File: src/rtl/umi_host_agent.sv
// rtl/umi_host_agent.sv - UMI host test agent: writes a seeded pattern, reads it back, counts mismatches
// Optional feature macro: UMI_HOST_AGENT_POSTED_EN (posted writes, no write responses)
module umi_host_agent #(
    parameter int CW = 32,
    parameter int AW = 64,
    parameter int DW = 256,
    parameter int NW = 16
) (
    input  logic          clk,
    input  logic          nreset,
    input  logic          start,
    input  logic [NW-1:0] count,
    input  logic [AW-1:0] base_addr,
    input  logic [AW-1:0] host_addr,
    input  logic [63:0]   pattern,
    output logic          busy,
    output logic          done,
    output logic [NW-1:0] err_count,
    output logic          uhost_req_valid,
    input  logic          uhost_req_ready,
    output logic [CW-1:0] uhost_req_cmd,
    output logic [AW-1:0] uhost_req_dstaddr,
    output logic [AW-1:0] uhost_req_srcaddr,
    output logic [DW-1:0] uhost_req_data,
    input  logic          uhost_resp_valid,
    output logic          uhost_resp_ready,
    input  logic [CW-1:0] uhost_resp_cmd,
    input  logic [AW-1:0] uhost_resp_dstaddr,
    input  logic [AW-1:0] uhost_resp_srcaddr,
    input  logic [DW-1:0] uhost_resp_data
);

    typedef enum logic [2:0] {IDLE, WR_REQ, WR_RESP, RD_REQ, RD_RESP, DONE} state_t;

    localparam logic [4:0] REQ_RD  = 5'h01;
    localparam logic [4:0] RESP_RD = 5'h02;
    localparam logic [4:0] RESP_WR = 5'h04;
`ifdef UMI_HOST_AGENT_POSTED_EN
    localparam logic [4:0] WR_OPC  = 5'h05;
`else
    localparam logic [4:0] WR_OPC  = 5'h03;
`endif

    state_t        state;
    logic [NW-1:0] index;
    logic [NW-1:0] cnt_q;
    logic [AW-1:0] base_q;
    logic [AW-1:0] host_q;
    logic [63:0]   pat_q;

    logic          req_hs;
    logic          resp_hs;
    logic          last;
    logic [NW-1:0] next_index;
    logic [AW-1:0] cur_addr;
    logic [AW-1:0] next_addr;
    logic [4:0]    exp_opc;
    logic          resp_bad;
    logic          err_inc;
    logic          unused_resp;

    function automatic logic [AW-1:0] word_addr(input logic [AW-1:0] base, input logic [NW-1:0] idx);
        return base + (AW'(idx) << 3);
    endfunction

    // Zero-extends or truncates an address to the 64-bit data lane.
    function automatic logic [63:0] low64(input logic [AW-1:0] a);
        logic [AW+63:0] w;
        w = {64'd0, a};
        return w[63:0];
    endfunction

    function automatic logic [CW-1:0] make_cmd(input logic [4:0] opc);
        logic [CW-1:0] c;
        c      = '0;
        c[7:5] = 3'd3;
        c[4:0] = opc;
        return c;
    endfunction

    function automatic logic [DW-1:0] make_data(input logic [63:0] pat, input logic [AW-1:0] a);
        logic [DW-1:0] d;
        d       = '0;
        d[63:0] = pat ^ low64(a);
        return d;
    endfunction

    assign req_hs      = uhost_req_valid & uhost_req_ready;
    assign resp_hs     = uhost_resp_valid & uhost_resp_ready;
    assign last        = (index == cnt_q - NW'(1));
    assign next_index  = index + NW'(1);
    assign cur_addr    = word_addr(base_q, index);
    assign next_addr   = word_addr(base_q, next_index);
    assign unused_resp = ^{uhost_resp_srcaddr, uhost_resp_cmd[CW-1:5], uhost_resp_data[DW-1:64]};

    always_comb begin
        exp_opc  = (state == RD_RESP) ? RESP_RD : RESP_WR;
        resp_bad = (uhost_resp_cmd[4:0] != exp_opc) || (uhost_resp_dstaddr != host_q);
        if (state == RD_RESP && uhost_resp_data[63:0] != (pat_q ^ low64(cur_addr))) begin
            resp_bad = 1'b1;
        end
        err_inc = resp_bad && (err_count != '1);
    end

    always_ff @(posedge clk) begin
        if (!nreset) begin
            state             <= IDLE;
            index             <= '0;
            cnt_q             <= '0;
            base_q            <= '0;
            host_q            <= '0;
            pat_q             <= '0;
            busy              <= 1'b0;
            done              <= 1'b0;
            err_count         <= '0;
            uhost_req_valid   <= 1'b0;
            uhost_resp_ready  <= 1'b0;
            uhost_req_cmd     <= '0;
            uhost_req_dstaddr <= '0;
            uhost_req_srcaddr <= '0;
            uhost_req_data    <= '0;
        end else begin
            case (state)
                IDLE, DONE: begin
                    if (start) begin
                        err_count <= '0;
                        if (count != '0) begin
                            cnt_q             <= count;
                            base_q            <= base_addr;
                            host_q            <= host_addr;
                            pat_q             <= pattern;
                            index             <= '0;
                            done              <= 1'b0;
                            busy              <= 1'b1;
                            state             <= WR_REQ;
                            uhost_req_valid   <= 1'b1;
                            uhost_req_cmd     <= make_cmd(WR_OPC);
                            uhost_req_dstaddr <= base_addr;
                            uhost_req_srcaddr <= host_addr;
                            uhost_req_data    <= make_data(pattern, base_addr);
                        end else begin
                            done  <= 1'b1;
                            busy  <= 1'b0;
                            state <= DONE;
                        end
                    end
                end
                WR_REQ: begin
                    if (req_hs) begin
`ifdef UMI_HOST_AGENT_POSTED_EN
                        // Posted writes stream back-to-back; valid stays high.
                        if (last) begin
                            index             <= '0;
                            state             <= RD_REQ;
                            uhost_req_cmd     <= make_cmd(REQ_RD);
                            uhost_req_dstaddr <= base_q;
                            uhost_req_data    <= '0;
                        end else begin
                            index             <= next_index;
                            uhost_req_dstaddr <= next_addr;
                            uhost_req_data    <= make_data(pat_q, next_addr);
                        end
`else
                        uhost_req_valid  <= 1'b0;
                        uhost_resp_ready <= 1'b1;
                        state            <= WR_RESP;
`endif
                    end
                end
                WR_RESP: begin
                    if (resp_hs) begin
                        uhost_resp_ready <= 1'b0;
                        uhost_req_valid  <= 1'b1;
                        if (err_inc) err_count <= err_count + NW'(1);
                        if (last) begin
                            index             <= '0;
                            state             <= RD_REQ;
                            uhost_req_cmd     <= make_cmd(REQ_RD);
                            uhost_req_dstaddr <= base_q;
                            uhost_req_data    <= '0;
                        end else begin
                            index             <= next_index;
                            state             <= WR_REQ;
                            uhost_req_dstaddr <= next_addr;
                            uhost_req_data    <= make_data(pat_q, next_addr);
                        end
                    end
                end
                RD_REQ: begin
                    if (req_hs) begin
                        uhost_req_valid  <= 1'b0;
                        uhost_resp_ready <= 1'b1;
                        state            <= RD_RESP;
                    end
                end
                RD_RESP: begin
                    if (resp_hs) begin
                        uhost_resp_ready <= 1'b0;
                        if (err_inc) err_count <= err_count + NW'(1);
                        if (last) begin
                            index <= '0;
                            busy  <= 1'b0;
                            done  <= 1'b1;
                            state <= DONE;
                        end else begin
                            index             <= next_index;
                            state             <= RD_REQ;
                            uhost_req_valid   <= 1'b1;
                            uhost_req_dstaddr <= next_addr;
                        end
                    end
                end
                default: state <= IDLE;
            endcase
        end
    end

endmodule

File: config.mk
export PLATFORM = sky130hd
export DESIGN_NAME = umi_host_agent
export DESIGN_NICKNAME = d
export VERILOG_FILES = /design/src/rtl/umi_host_agent.sv
export SDC_FILE = /design/constraint.sdc
export NUM_CORES = 1
export LEC_CHECK = 0
export BUFFER_PORTS_ARGS = -buffer_cell sky130_fd_sc_hd__buf_4
export CORE_AREA = 2 2 409 411
export CTS_CLUSTER_SIZE = 25
export DETAILED_ROUTE_END_ITERATION = 16
export DIE_AREA = 0 0 411 413
export GPL_ROUTABILITY_DRIVEN = 0
export MAX_ROUTING_LAYER = met4
export PLACE_DENSITY_LB_ADDON = 0.15
export SLEW_MARGIN = 10
export SYNTH_ARGS = -nofsm -noshare
export SYNTH_HDL_FRONTEND = slang
export SYNTH_SLANG_ARGS = --single-unit
File: constraint.sdc
create_clock -name clk -period 5.8 [get_ports clk]
set_clock_uncertainty 0.1 [all_clocks]
set_input_delay 0.29 -clock clk [delete_from_list [all_inputs] [get_ports clk]]
set_output_delay 0.29 -clock clk [all_outputs]
set_load 0.02 [all_outputs]
* Word level (Yosys, flattened, before mapping)
Cells that the tools add are included.
W data, S select, Z words.
** Storage, ports and cells
- Output and inout port bits :: 436
- Bits in registers :: 599
- Bits of input ports :: 629
- Word-level logic and storage cells :: 127
** Cells by class
- Eq/ne operators :: 22
- Mux-type cells :: 57
- Bitwise logic cells :: 5
- Add/sub/neg operators :: 5
- Reductions and logical operators :: 24
** Operators with widths (number)
- $mux W256 :: 3
- $pmux W256 S2 :: 1
- $mux W64 :: 7
- $pmux W64 S3 :: 1
- $xor A64 B64 Y64 :: 3
- $add A64 B19 Y64 :: 2
- $mux W32 :: 4
- $ne A64 B64 Y1 :: 2
- $mux W16 :: 7
- $pmux W16 S2 :: 2
- $pmux W32 S2 :: 1
- $add A16 B1 Y16 const B :: 2
- $mux W3 :: 8
- $ne A2 B2 Y1 const B :: 9
- $mux W1 :: 17
- $eq A16 B16 Y1 :: 1
- $ne A16 B16 Y1 const B :: 1
- $reduce_and A4 Y1 :: 4
- $reduce_bool A16 Y1 :: 1
- $sub A16 B1 Y16 const B :: 1
- $pmux W3 S5 :: 1
- $reduce_and A5 Y1 :: 2
- $reduce_bool A2 Y1 :: 4
- $reduce_and A7 Y1 :: 1
- 17 further kinds :: 28

* Depth between registers and ports, before layout
Gate-level depths: netlist (run 1).
- Depth after elaboration :: 9
- Depth in mapped cells :: 19
- Depth with buffers taken out :: 17

* Worst setup path after synthesis (run 1)
OpenSTA, ideal clock, no wires.
- Path type :: register to register
- Start :: register index[2]
- End :: register uhost_req_data[50]
- Buffers on the path :: 2
- Period minus slack after synthesis :: 4.103 ns
- Stages on the path, launching flop included :: 20
- Path slack :: 1.697 ns
- Required time :: 5.578 ns
- Setup time :: 0.122 ns
- Arrival time :: 3.882 ns
- Path through :: dfxtp_1 > clkbuf_1 > and3_1 > and3_1 > clkbuf_1 > nand3_1 > nor2_1 > nand3_1 > xnor2_1 > ha_1 > o21ai_0 > nand2_1 > nand3_1 > a21o_1 > a21oi_1 > nand3b_1 > nor4_1 > xnor2_1 > a221oi_1 > nor2_1
** On the way
- Longest elaborated chain between the ends :: 6
- Elaborated cells between the ends (all ways) :: 7
- Those cells by class :: add/sub: 2; eq/ne: 1; mux: 3; bitwise: 1
** Ends and longest elaborated chain
- from (decl) :: line 45 : logic [NW-1:0] index;
- from (signal assigned) :: line 182 : index <= next_index;
- from (signal assigned) :: line 206 : index <= next_index;
- $add A16 B1 Y16 :: line 91 : assign next_index = index + NW'(1);
- $add A64 B19 Y64 :: line 63 : return base + (AW'(idx) << 3);
- $xor A64 B64 Y64 :: line 84 : d[63:0] = pat ^ low64(a);
- $mux W64 (*) :: line 175 : if (last) begin
- $mux W256 (*) :: line 171 : if (resp_hs) begin
- $pmux W256 S2 (*) :: line 123 : case (state)
- to (signal assigned) :: line 140 : uhost_req_data <= make_data(pattern, base_addr);
- to (signal assigned) :: line 185 : uhost_req_data <= make_data(pat_q, next_addr);
- to (decl) :: line 24 : output logic [DW-1:0] uhost_req_data,
Every way passes the cells marked *; elsewhere a longest branch is shown, timed or not. The select of a mux whose other input is x is not followed.
A chain may end at the register's enable or synchronous reset.

* Worst setup path in the final report (run 1)
Same ends and word-level chain as after synthesis.

==> impl_metrics.env, run 1 <==
export IMPL_critPathSlowestCell="nor4_1"
export IMPL_synth_seq_cells=377
export IMPL_synth_edf_count=0
export IMPL_rows=150
export IMPL_period_minus_slack_ns=5.18
export IMPL_power_share_switching=0.373
export IMPL_grt_max_degree=148
export IMPL_crit_required_ns=6.24
export IMPL_syn_cell_area_sq_um=25500
export IMPL_port_buffer_count=561
export IMPL_r2r_start="index[2]"
export IMPL_power_switching_uw=3780
export IMPL_nets=4747
export IMPL_wire_per_inst_um=24.2
export IMPL_via_count=27200
export IMPL_initial_core_util=0.154
export IMPL_htree_levels=2
export IMPL_cts_buffers=57
export IMPL_cp_data_arrival_time_ns=5.62
export IMPL_critPathMaxFanout=10
export IMPL_slew_headroom=0.149
export IMPL_clkTransAtPathRegs_ns=0.05
export IMPL_startpoint_type="flip-flop"
export IMPL_grt_total_usage=0.179
export IMPL_combPwrFrac=0.306
export IMPL_end_kind="flip-flop"
export IMPL_nFillCells=18800
export IMPL_yosys_area_top_type="dfxtp_1"
export IMPL_min_path_cells=5
export IMPL_hp_start="uhost_resp_valid"
export IMPL_utilization=0.215
export IMPL_hold_buffers=208
export IMPL_cts_setup_buffers=0
export IMPL_critical_path_cell_count=18
export IMPL_crit_type="flip-flop to flip-flop"
export IMPL_avgSynthCellArea_sq_um=7.53
export IMPL_holdCritPathClass="primary input to flip-flop"
export IMPL_grt_pass1_wl_mm=211
export IMPL_synth_area_leaders="dfxtp_1, nand2_1, a21oi_1, xor2_1, xnor2_1"
export IMPL_drc=0
export IMPL_worst_pin_slew_ns=1.28
export IMPL_wl_mm=154
export IMPL_async_flop_share=0
export IMPL_dp_final_hpwl_mm=119
export IMPL_core_area_sq_um=166000
export IMPL_status="finished clean"
export IMPL_yosysSeqAreaShare=0.296
export IMPL_cpPeakStageDelay_ns=0.73
export IMPL_die_area_sq_um=170000
export IMPL_ctsResizeCount=0
export IMPL_irDropWorstVdd_v=0.000179
export IMPL_min_period_over_period=0.894
export IMPL_synth_ff_type="dfxtp_1"
export IMPL_grt_overflow=0
export IMPL_syn_inst=3383
export IMPL_dr_pass1_iters=5
export IMPL_clock_fmax_mhz=193
export IMPL_chipHeight_um=413
export IMPL_syn_to_final_growth_pct=40.2
export IMPL_total_leakage_power_uw=0.0142
export IMPL_num_io_pins=1065
export IMPL_finalSetupViolCount=0
export IMPL_p_clk_frac=0.382
export IMPL_worstPathBufferInverterCount=1
export IMPL_hold_viol_final=0
export IMPL_cts_root_buf="clkbuf_16"
export IMPL_antenna_found_initial=19
export IMPL_reg2reg_depth=18
export IMPL_clkSinkCount=377
export IMPL_first_global_vias=26800
export IMPL_cts_buffer_depth=3
export IMPL_drv_cap=0
export IMPL_clock_latency_ns=0.66
export IMPL_startpoint="index[2]"
export IMPL_crit_chain="and3_1, and3_1, nand3_1, nor2_1, nand3_1, xnor2_1, ha_1, o21ai_0, nand2_1, nand3_1, a21o_1, a21oi_1, nand3b_1, nor4_1, buf_4, xnor2_1, a221oi_1, nor2_1"
export IMPL_path_delay_family="simple AND/OR/NAND/NOR gates"
export IMPL_die_x_um=411
export IMPL_maxSlewViolCount=0
export IMPL_powerDensity_nw_per_um2=283
export IMPL_synth_distinct_cells=106
export IMPL_synth_warnings=0
export IMPL_grt_setup_unrepaired="false"
export IMPL_ant_nets=0
export IMPL_synth_top_area_share=0.296
export IMPL_crit_top_cell="nand3_1"
export IMPL_finalSetupTns_ns=0
export IMPL_cts_tree="done"
export IMPL_drt_iter0_drc=1729
export IMPL_viasPerCell=4.29
export IMPL_layout_drive_gt1_share=0.194
export IMPL_p_int_uw=6340
export IMPL_seq_power_share=0.312
==> area by class of cell <==
class	count	area, sq um	share of cell area
multi-input cells	2750	16200	0.452
flip-flops and latches	377	7550	0.211
inverters	31	129	0.00361
clock buffers	81	1660	0.0464
clock inverters	24	372	0.0104
well taps	2204	2760	0.0772
repair buffers	864	7060	0.198
diodes	18	45.0	0.00126
==> worst register-to-register path: stages, from the launching register on <==
cell and delay (ns):
dfxtp_1 0.51, and3_1 0.22, and3_1 0.29, nand3_1 0.22
nor2_1 0.36, nand3_1 0.14, xnor2_1 0.17, ha_1 0.36
o21ai_0 0.10, nand2_1 0.10, nand3_1 0.09, a21o_1 0.28
a21oi_1 0.33, nand3b_1 0.38, nor4_1 0.73, buf_4 0.24
xnor2_1 0.11, a221oi_1 0.27, nor2_1 0.07
==> Yosys cell counts, drive strengths merged (31+ instances only) <==
cell / n
nand3: 68
nand2: 589
a211oi: 32
a221oi: 43
o21ai: 164
ha: 35
xnor2: 194
buf: 265
clkbuf: 179
dfxtp: 377
xor2: 197
nor3: 65
a21oi: 410
a22oi: 42
nor2: 192
inv: 31
nor4: 63
nand4: 65
==> registers in the layout, indices dropped and copies added (netlist names) <==
name,cells
state,3
uhost_resp_ready,1
host_q,64
busy,1
err_count,16
uhost_req_cmd,2
uhost_req_data,64
uhost_req_valid,1
done,1
uhost_req_dstaddr,64
cnt_q,16
base_q,64
index,16
pat_q,64
==> cells by family (layout without fill, tap and decap cells) <==
| group | after synthesis | count (layout) | synth area share |
|---|---|---|---|
| buffers and inverters | 475 | 1000 | 0.105 |
| DFF | 377 | 377 | 0.296 |
| AOI/OAI and AO/OA | 887 | 887 | 0.214 |
| xor gates and xnor gates | 398 | 398 | 0.141 |
| muxes | 13 | 13 | 0.00516 |
| and+or+nand+nor | 1195 | 1195 | 0.220 |
| other | 1 | 238 | 0.000147 |
| adders and majority gates | 37 | 37 | 0.0188 |
==> worst paths after layout <==
path                                end  slack, ns
hold reg to reg   uhost_req_dstaddr[36]       0.36
setup reg to reg     uhost_req_data[50]       0.62
hold / removal         uhost_req_cmd[5]       0.07
setup / recovery     uhost_req_data[50]       0.62
==> metrics by stage <==
| stage | instance area, sq um | std cells | hold WS (ns) | worst slack (ns) | total power (uW) |
|---|---|---|---|---|---|
| after detailed placement | 31600 | 6018 | 0.350 | 0.731 | 6220 |
| after floorplan | 26300 | 3602 | 0.324 | 1.70 | 4860 |
| after global placement | 31600 | 6018 | 0.345 | 0.678 | 6220 |
| after CTS | 35700 | 6331 | 0.000653 | 0.720 | 10300 |
| after global routing | 35700 | 6345 | 0.0684 | 0.432 | 10600 |
| final | 35700 | 6349 | 0.0661 | 0.615 | 10100 |
==> power groups by stage <==
stage / Clock, uW / Combinational (uW) / Sequential [uW]
finish: 3870 / 3100 / 3160
global route: 4100 / 3330 / 3190
CTS: 4000 / 3140 / 3170
detailed placement: 0 / 3010 / 3220
global placement: 0 / 3010 / 3210
floorplan: 0 / 1590 / 3270
==> per-layer routing <==
layer	global-route usage	share of wire	vias up
met5	-	0	-
met4	0.0359	0.019	0
met3	0.0340	0.060	131
met2	0.299	0.48	910
met1	0.223	0.44	13300
li1	-	-	12900
==> layout by cell type (no fill, tap or decap), types with 57 or more instances in the layout <==
cell type / instances
nand4_1: 62
nor4_1: 60
nand2_1: 586
xor2_1: 197
o21ai_0: 157
dlygate4sd3_1: 208
nor2_1: 188
nor3_1: 63
xnor2_1: 194
a21oi_1: 409
clkbuf_16: 57
nand3_1: 67
buf_4: 652
conb_1: 220
dfxtp_1: 377
No activity file was read; power rests on OpenSTA's default activity.
==> inputs of run 2 (changes only) <==
--- a/config.mk
+++ b/config.mk
@@ -6,10 +6,12 @@
 export NUM_CORES = 1
 export LEC_CHECK = 0
 export BUFFER_PORTS_ARGS = -buffer_cell sky130_fd_sc_hd__buf_4
-export CORE_AREA = 2 2 409 411
+export CELL_PAD_IN_SITES_DETAIL_PLACEMENT = 1
+export CELL_PAD_IN_SITES_GLOBAL_PLACEMENT = 1
+export CORE_AREA = 2 2 418 420
 export CTS_CLUSTER_SIZE = 25
 export DETAILED_ROUTE_END_ITERATION = 16
-export DIE_AREA = 0 0 411 413
+export DIE_AREA = 0 0 420 422
 export GPL_ROUTABILITY_DRIVEN = 0
 export MAX_ROUTING_LAYER = met4
 export PLACE_DENSITY_LB_ADDON = 0.15
==> run 2 against run 1 <==
Global-route usage increased by 0.30 points. Register-to-register slack improved by 0.20 ns. Clock-buffer cell count shrank 4. Critical path type unchanged. Largest cell class unchanged. Highest routed layer unchanged.
==> impl_metrics.env, run 2 (synthesized netlist as in run 1, its figures left out) <==
export IMPL_power_share_switching=0.383
export IMPL_clkTransAtPathRegs_ns=0.06
export IMPL_finalSetupViolCount=0
export IMPL_dp_final_hpwl_mm=126
export IMPL_layout_drive_gt1_share=0.195
export IMPL_irDropWorstVdd_v=0.000222
export IMPL_nets=4759
export IMPL_first_global_vias=28400
export IMPL_cts_root_buf="clkbuf_16"
export IMPL_end_kind="flip-flop"
export IMPL_p_int_uw=6150
export IMPL_combPwrFrac=0.312
export IMPL_reg2reg_depth=14
export IMPL_cts_buffer_depth=3
export IMPL_initial_core_util=0.147
export IMPL_critPathMaxFanout=13
export IMPL_finalSetupTns_ns=0
export IMPL_min_path_cells=4
export IMPL_drv_cap=0
export IMPL_cts_buffers=56
export IMPL_viasPerCell=4.23
export IMPL_die_x_um=420
export IMPL_pre_cts_ws_ns=0.816
export IMPL_powerDensity_nw_per_um2=277
export IMPL_r2r_start="index[0]"
export IMPL_fin_cells=6494
export IMPL_seq_power_share=0.319
export IMPL_via_count=27500
export IMPL_clkSinkCount=377
export IMPL_period_minus_slack_ns=4.99
export IMPL_slew_headroom=0.286
export IMPL_hold_viol_final=0
export IMPL_holdCritPathClass="primary input to flip-flop"
export IMPL_p_clk_frac=0.370
export IMPL_port_buffer_count=561
export IMPL_grt_overflow=0
export IMPL_antenna_found_initial=39
export IMPL_syn_to_final_growth_pct=41.2
export IMPL_core_area_sq_um=173000
export IMPL_finalWorstSetupSlack_ns=0.810
export IMPL_dr_pass1_iters=5
export IMPL_total_leakage_power_uw=0.0143
export IMPL_status="finished clean"
export IMPL_ctsResizeCount=0
export IMPL_clock_fmax_mhz=200
export IMPL_r2r_slack_ns=0.81
export IMPL_grt_setup_unrepaired="false"
export IMPL_ant_nets=0
export IMPL_wire_per_inst_um=24.9
export IMPL_num_io_pins=1065
export IMPL_power_switching_uw=3820
export IMPL_die_area_sq_um=177000
export IMPL_clock_latency_ns=0.67
export IMPL_drt_iter0_drc=1315
export IMPL_min_period_over_period=0.860
export IMPL_worst_pin_slew_ns=1.06
export IMPL_rows=153
export IMPL_hp_start="uhost_req_ready"
export IMPL_drc=0
export IMPL_final_cell_mix="buf_4, nand2_1, a21oi_1"
export IMPL_grt_max_degree=134
export IMPL_hold_end="uhost_req_valid"
export IMPL_htree_levels=2
export IMPL_cp_data_arrival_time_ns=5.46
export IMPL_crit_type="flip-flop to flip-flop"
export IMPL_placedCellCount=6149
export IMPL_grt_pass1_wl_mm=225
export IMPL_startpoint_type="flip-flop"
export IMPL_power_total_uw=9970
export IMPL_wl_mm=162
export IMPL_layout_commonest_cell="buf_4"
export IMPL_maxSlewViolCount=0
export IMPL_r2r_end="err_count[12]"
export IMPL_cts_tree="done"
export IMPL_grt_total_usage=0.182
export IMPL_crit_required_ns=6.27
export IMPL_chipHeight_um=422
==> run 2: repair_timing <==
action	in CTS	in global routing
setup buffers	0	0
hold buffers	211	0
endpoints found under the hold margin	325	0
==> run 2: power groups by stage <==
stage / Clock (uW) / Sequential (uW) / Combinational (uW)
2_1_floorplan: 0 / 3270 / 1590
3_3_place_gp: 0 / 3240 / 3020
3_5_place_dp: 0 / 3250 / 3020
4_1_cts: 3840 / 3190 / 3160
5_1_grt: 3920 / 3220 / 3350
6_report: 3690 / 3180 / 3110
==> run 2: how the worst max path moves through the flow <==
stage,to,start,cells after the start
floorplan,uhost_req_data[50],index[2],19
global placement,err_count[10],index[0],13
detailed placement,err_count[12],index[0],14
CTS,uhost_req_data[50],index[2],18
global route,err_count[10],index[0],14
finish,err_count[12],index[0],14
==> run 2: area by class of cell <==
class	count	area, sq um
fillers	20700	137000
multi-input cells	2750	16200
flip-flops and latches	377	7550
repair buffers	877	7260
well taps	2325	2910
clock buffers	77	1590
clock inverters	26	307
inverters	31	124
diodes	31	77.6
==> run 2: stage by stage <==
| stage | instance area, sq um | hold slack [ns] | utilization |
|---|---|---|---|
| floorplan | 26300 | 0.324 | - |
| global placement | 31900 | 0.352 | 0.184 |
| detailed placement | 31900 | 0.352 | 0.184 |
| CTS | 35900 | 0.0498 | 0.208 |
| global route | 36000 | 0.168 | 0.208 |
| finish | 36000 | 0.129 | 0.208 |
==> run 2: per-layer routing <==
layer,part of all wire,global-route usage,vias up
li1,-,-,12900
met3,0.050,0.0316,143
met4,0.022,0.0426,0
met2,0.50,0.312,741
met5,0,-,-
met1,0.43,0.219,13600
==> run 2: critical path, cell delays in order, from the launching register on <==
cell and delay [ns]:
dfxtp_1 0.49, ha_1 0.27, inv_1 0.07, fa_1 0.42
nand3b_1 0.23, a211oi_1 0.35, o21ai_1 0.32, a21oi_1 0.48
o221ai_1 0.19, or4_1 0.51, nor4_1 0.18, nand4_1 0.13
or4_4 0.69, and2_1 0.23, o311ai_2 0.24
==> inputs of run 3 (changes only) <==
--- a/config.mk
+++ b/config.mk
@@ -14,8 +14,9 @@
 export DIE_AREA = 0 0 420 422
 export GPL_ROUTABILITY_DRIVEN = 0
 export MAX_ROUTING_LAYER = met4
-export PLACE_DENSITY_LB_ADDON = 0.15
+export PLACE_DENSITY_LB_ADDON = 0.1
 export SLEW_MARGIN = 10
 export SYNTH_ARGS = -nofsm -noshare
 export SYNTH_HDL_FRONTEND = slang
 export SYNTH_SLANG_ARGS = --single-unit
+export TNS_END_PERCENT = 10
==> run 3 against run 2 <==
Critical endpoint is now uhost_req_dstaddr[61]. Worst hold slack lost 0.034 ns. Via count shrank 0.10%. Non-clock buffer count shrank 3. Sequential power is essentially flat. Routed wire length grew 2.6%. Utilization is essentially flat. Clock power grew 1%. Total power grew 0.51%. Register-to-register slack lost 0.03 ns.
==> impl_metrics.env, run 3 (synthesized netlist as in run 1, its figures left out) <==
export IMPL_status="finished clean"
export IMPL_startpoint_type="flip-flop"
export IMPL_num_io_pins=1065
export IMPL_power_total_uw=10000
export IMPL_clkSinkCount=377
export IMPL_syn_to_final_growth_pct=41.1
export IMPL_combPwrFrac=0.310
export IMPL_viasPerCell=4.22
export IMPL_port_buffer_count=561
export IMPL_wire_per_inst_um=25.5
export IMPL_p_clk_frac=0.372
export IMPL_cts_tree="done"
export IMPL_seq_power_share=0.318
export IMPL_grt_overflow=0
export IMPL_chipHeight_um=422
export IMPL_final_cell_mix="buf_4, nand2_1, a21oi_1"
export IMPL_maxSlewViolCount=0
export IMPL_nFillCells=20600
export IMPL_antenna_found_initial=38
export IMPL_ant_nets=0
export IMPL_grt_total_usage=0.186
export IMPL_nets=4758
export IMPL_critPathSlowestCell="o31ai_1"
export IMPL_grt_max_degree=139
export IMPL_cts_buffer_depth=3
export IMPL_hold_viol_final=0
export IMPL_first_global_vias=28500
export IMPL_crit_required_ns=6.23
export IMPL_end_kind="flip-flop"
export IMPL_clock_fmax_mhz=199
export IMPL_power_share_switching=0.385
export IMPL_powerDensity_nw_per_um2=279
export IMPL_power_switching_uw=3860
export IMPL_drv_cap=0
export IMPL_crit_type="flip-flop to flip-flop"
export IMPL_cpPeakStageDelay_ns=0.71
export IMPL_cts_root_buf="clkbuf_16"
export IMPL_p_int_uw=6160
export IMPL_critPathMaxFanout=17
export IMPL_crit_chain="ha_1, xor2_1, ha_1, nor2b_1, o21ai_0, a21boi_0, o21ai_0, buf_4, a2111oi_0, buf_4, o31ai_1, o2bb2ai_1, buf_12, nor3_1, buf_4, xnor2_1, a222oi_1, buf_4, a21oi_1"
export IMPL_htree_levels=2
export IMPL_cp_data_arrival_time_ns=5.44
export IMPL_worst_pin_slew_ns=1.08
export IMPL_die_x_um=420
export IMPL_slew_headroom=0.279
export IMPL_layout_commonest_cell="buf_4"
export IMPL_initial_core_util=0.147
export IMPL_wl_mm=166
export IMPL_path_delay_family="compound AO/OA/AOI/OAI gates"
export IMPL_rows=153
export IMPL_drc=0
export IMPL_via_count=27400
export IMPL_dp_final_hpwl_mm=129
export IMPL_dr_pass1_iters=7
export IMPL_min_period_over_period=0.865
export IMPL_worstPathBufferInverterCount=5
export IMPL_drt_iter0_drc=1453
export IMPL_die_area_sq_um=177000
export IMPL_grt_setup_unrepaired="false"
export IMPL_clkTransAtPathRegs_ns=0.06
export IMPL_layout_drive_gt1_share=0.194
export IMPL_total_leakage_power_uw=0.0143
export IMPL_finalSetupTns_ns=0
export IMPL_irDropWorstVdd_v=0.000214
export IMPL_period_minus_slack_ns=5.02
export IMPL_clock_latency_ns=0.68
export IMPL_ctsResizeCount=0
export IMPL_holdCritPathClass="primary input to flip-flop"
export IMPL_core_area_sq_um=173000
export IMPL_finalSetupViolCount=0
export IMPL_crit_top_cell="buf_4"
export IMPL_cts_buffers=58
export IMPL_grt_pass1_wl_mm=229
run 3: cell count changes in the layout (fill, tap and decap cells not counted), sizes merged:
| cell | change |
|---|---|
| clkbuf | +14 |
| clkinv | -5 |
| bufinv | -3 |
| buf | -2 |
| clkinvlp | -1 |
| diode | -1 |
| dlygate4sd3 | -1 |
run 3: final timing paths:
path         slack (ns)          startpoint  cells after the start                     to
max                0.78            index[1]                     19  uhost_req_dstaddr[61]
min                0.09              nreset                      2                   done
max reg2reg        0.78            index[1]                     19  uhost_req_dstaddr[61]
min reg2reg        0.36  uhost_req_data[36]                      2     uhost_req_data[36]
run 3: power by group through the flow:
stage          clock (uW)  sequential [uW]  combinational [uW]
6_report             3730             3190                3110
5_1_grt              3980             3230                3360
4_1_cts              3900             3200                3170
3_5_place_dp            0             3260                3030
3_3_place_gp            0             3250                3030
2_1_floorplan           0             3270                1590
run 3: what timing repair did:
action | in CTS | in global routing
hold buffers | 210 | 0
buffers inserted | 0 | 0
hold endpoints to repair | 330 | 0
endpoints found under the setup margin | 0 | 0
run 3: cell type report:
class                      count  area (sq um)  area share
multi-input combinational   2750         16200       0.450
sequential                   377          7550       0.210
timing repair buffer         874          7190       0.200
tap                         2325          2910      0.0809
clock buffer                  91          1760      0.0489
clock inverter                17           184     0.00512
inverter                      31           124     0.00345
antenna                       30          75.1     0.00209
run 3: per-stage QoR:
step,hold slack [ns],setup WS (ns),instances,area [sq um],util
after global routing,0.0885,0.356,6490,35900,0.208
after floorplan,0.324,1.70,3602,26300,-
after global placement,0.346,0.739,6147,31800,0.184
final,0.0948,0.784,6495,36000,0.208
after detailed placement,0.348,0.754,6147,31800,0.184
after CTS,0.0494,0.709,6465,35900,0.208
run 3: routing by layer:
layer  global-route usage  wire [um]  vias up
met1                0.230      72900    13600
met4               0.0356       3250        0
met3               0.0320       8070      154
met5                    -          0        -
li1                     -          -    13000
met2                0.318      81500      730
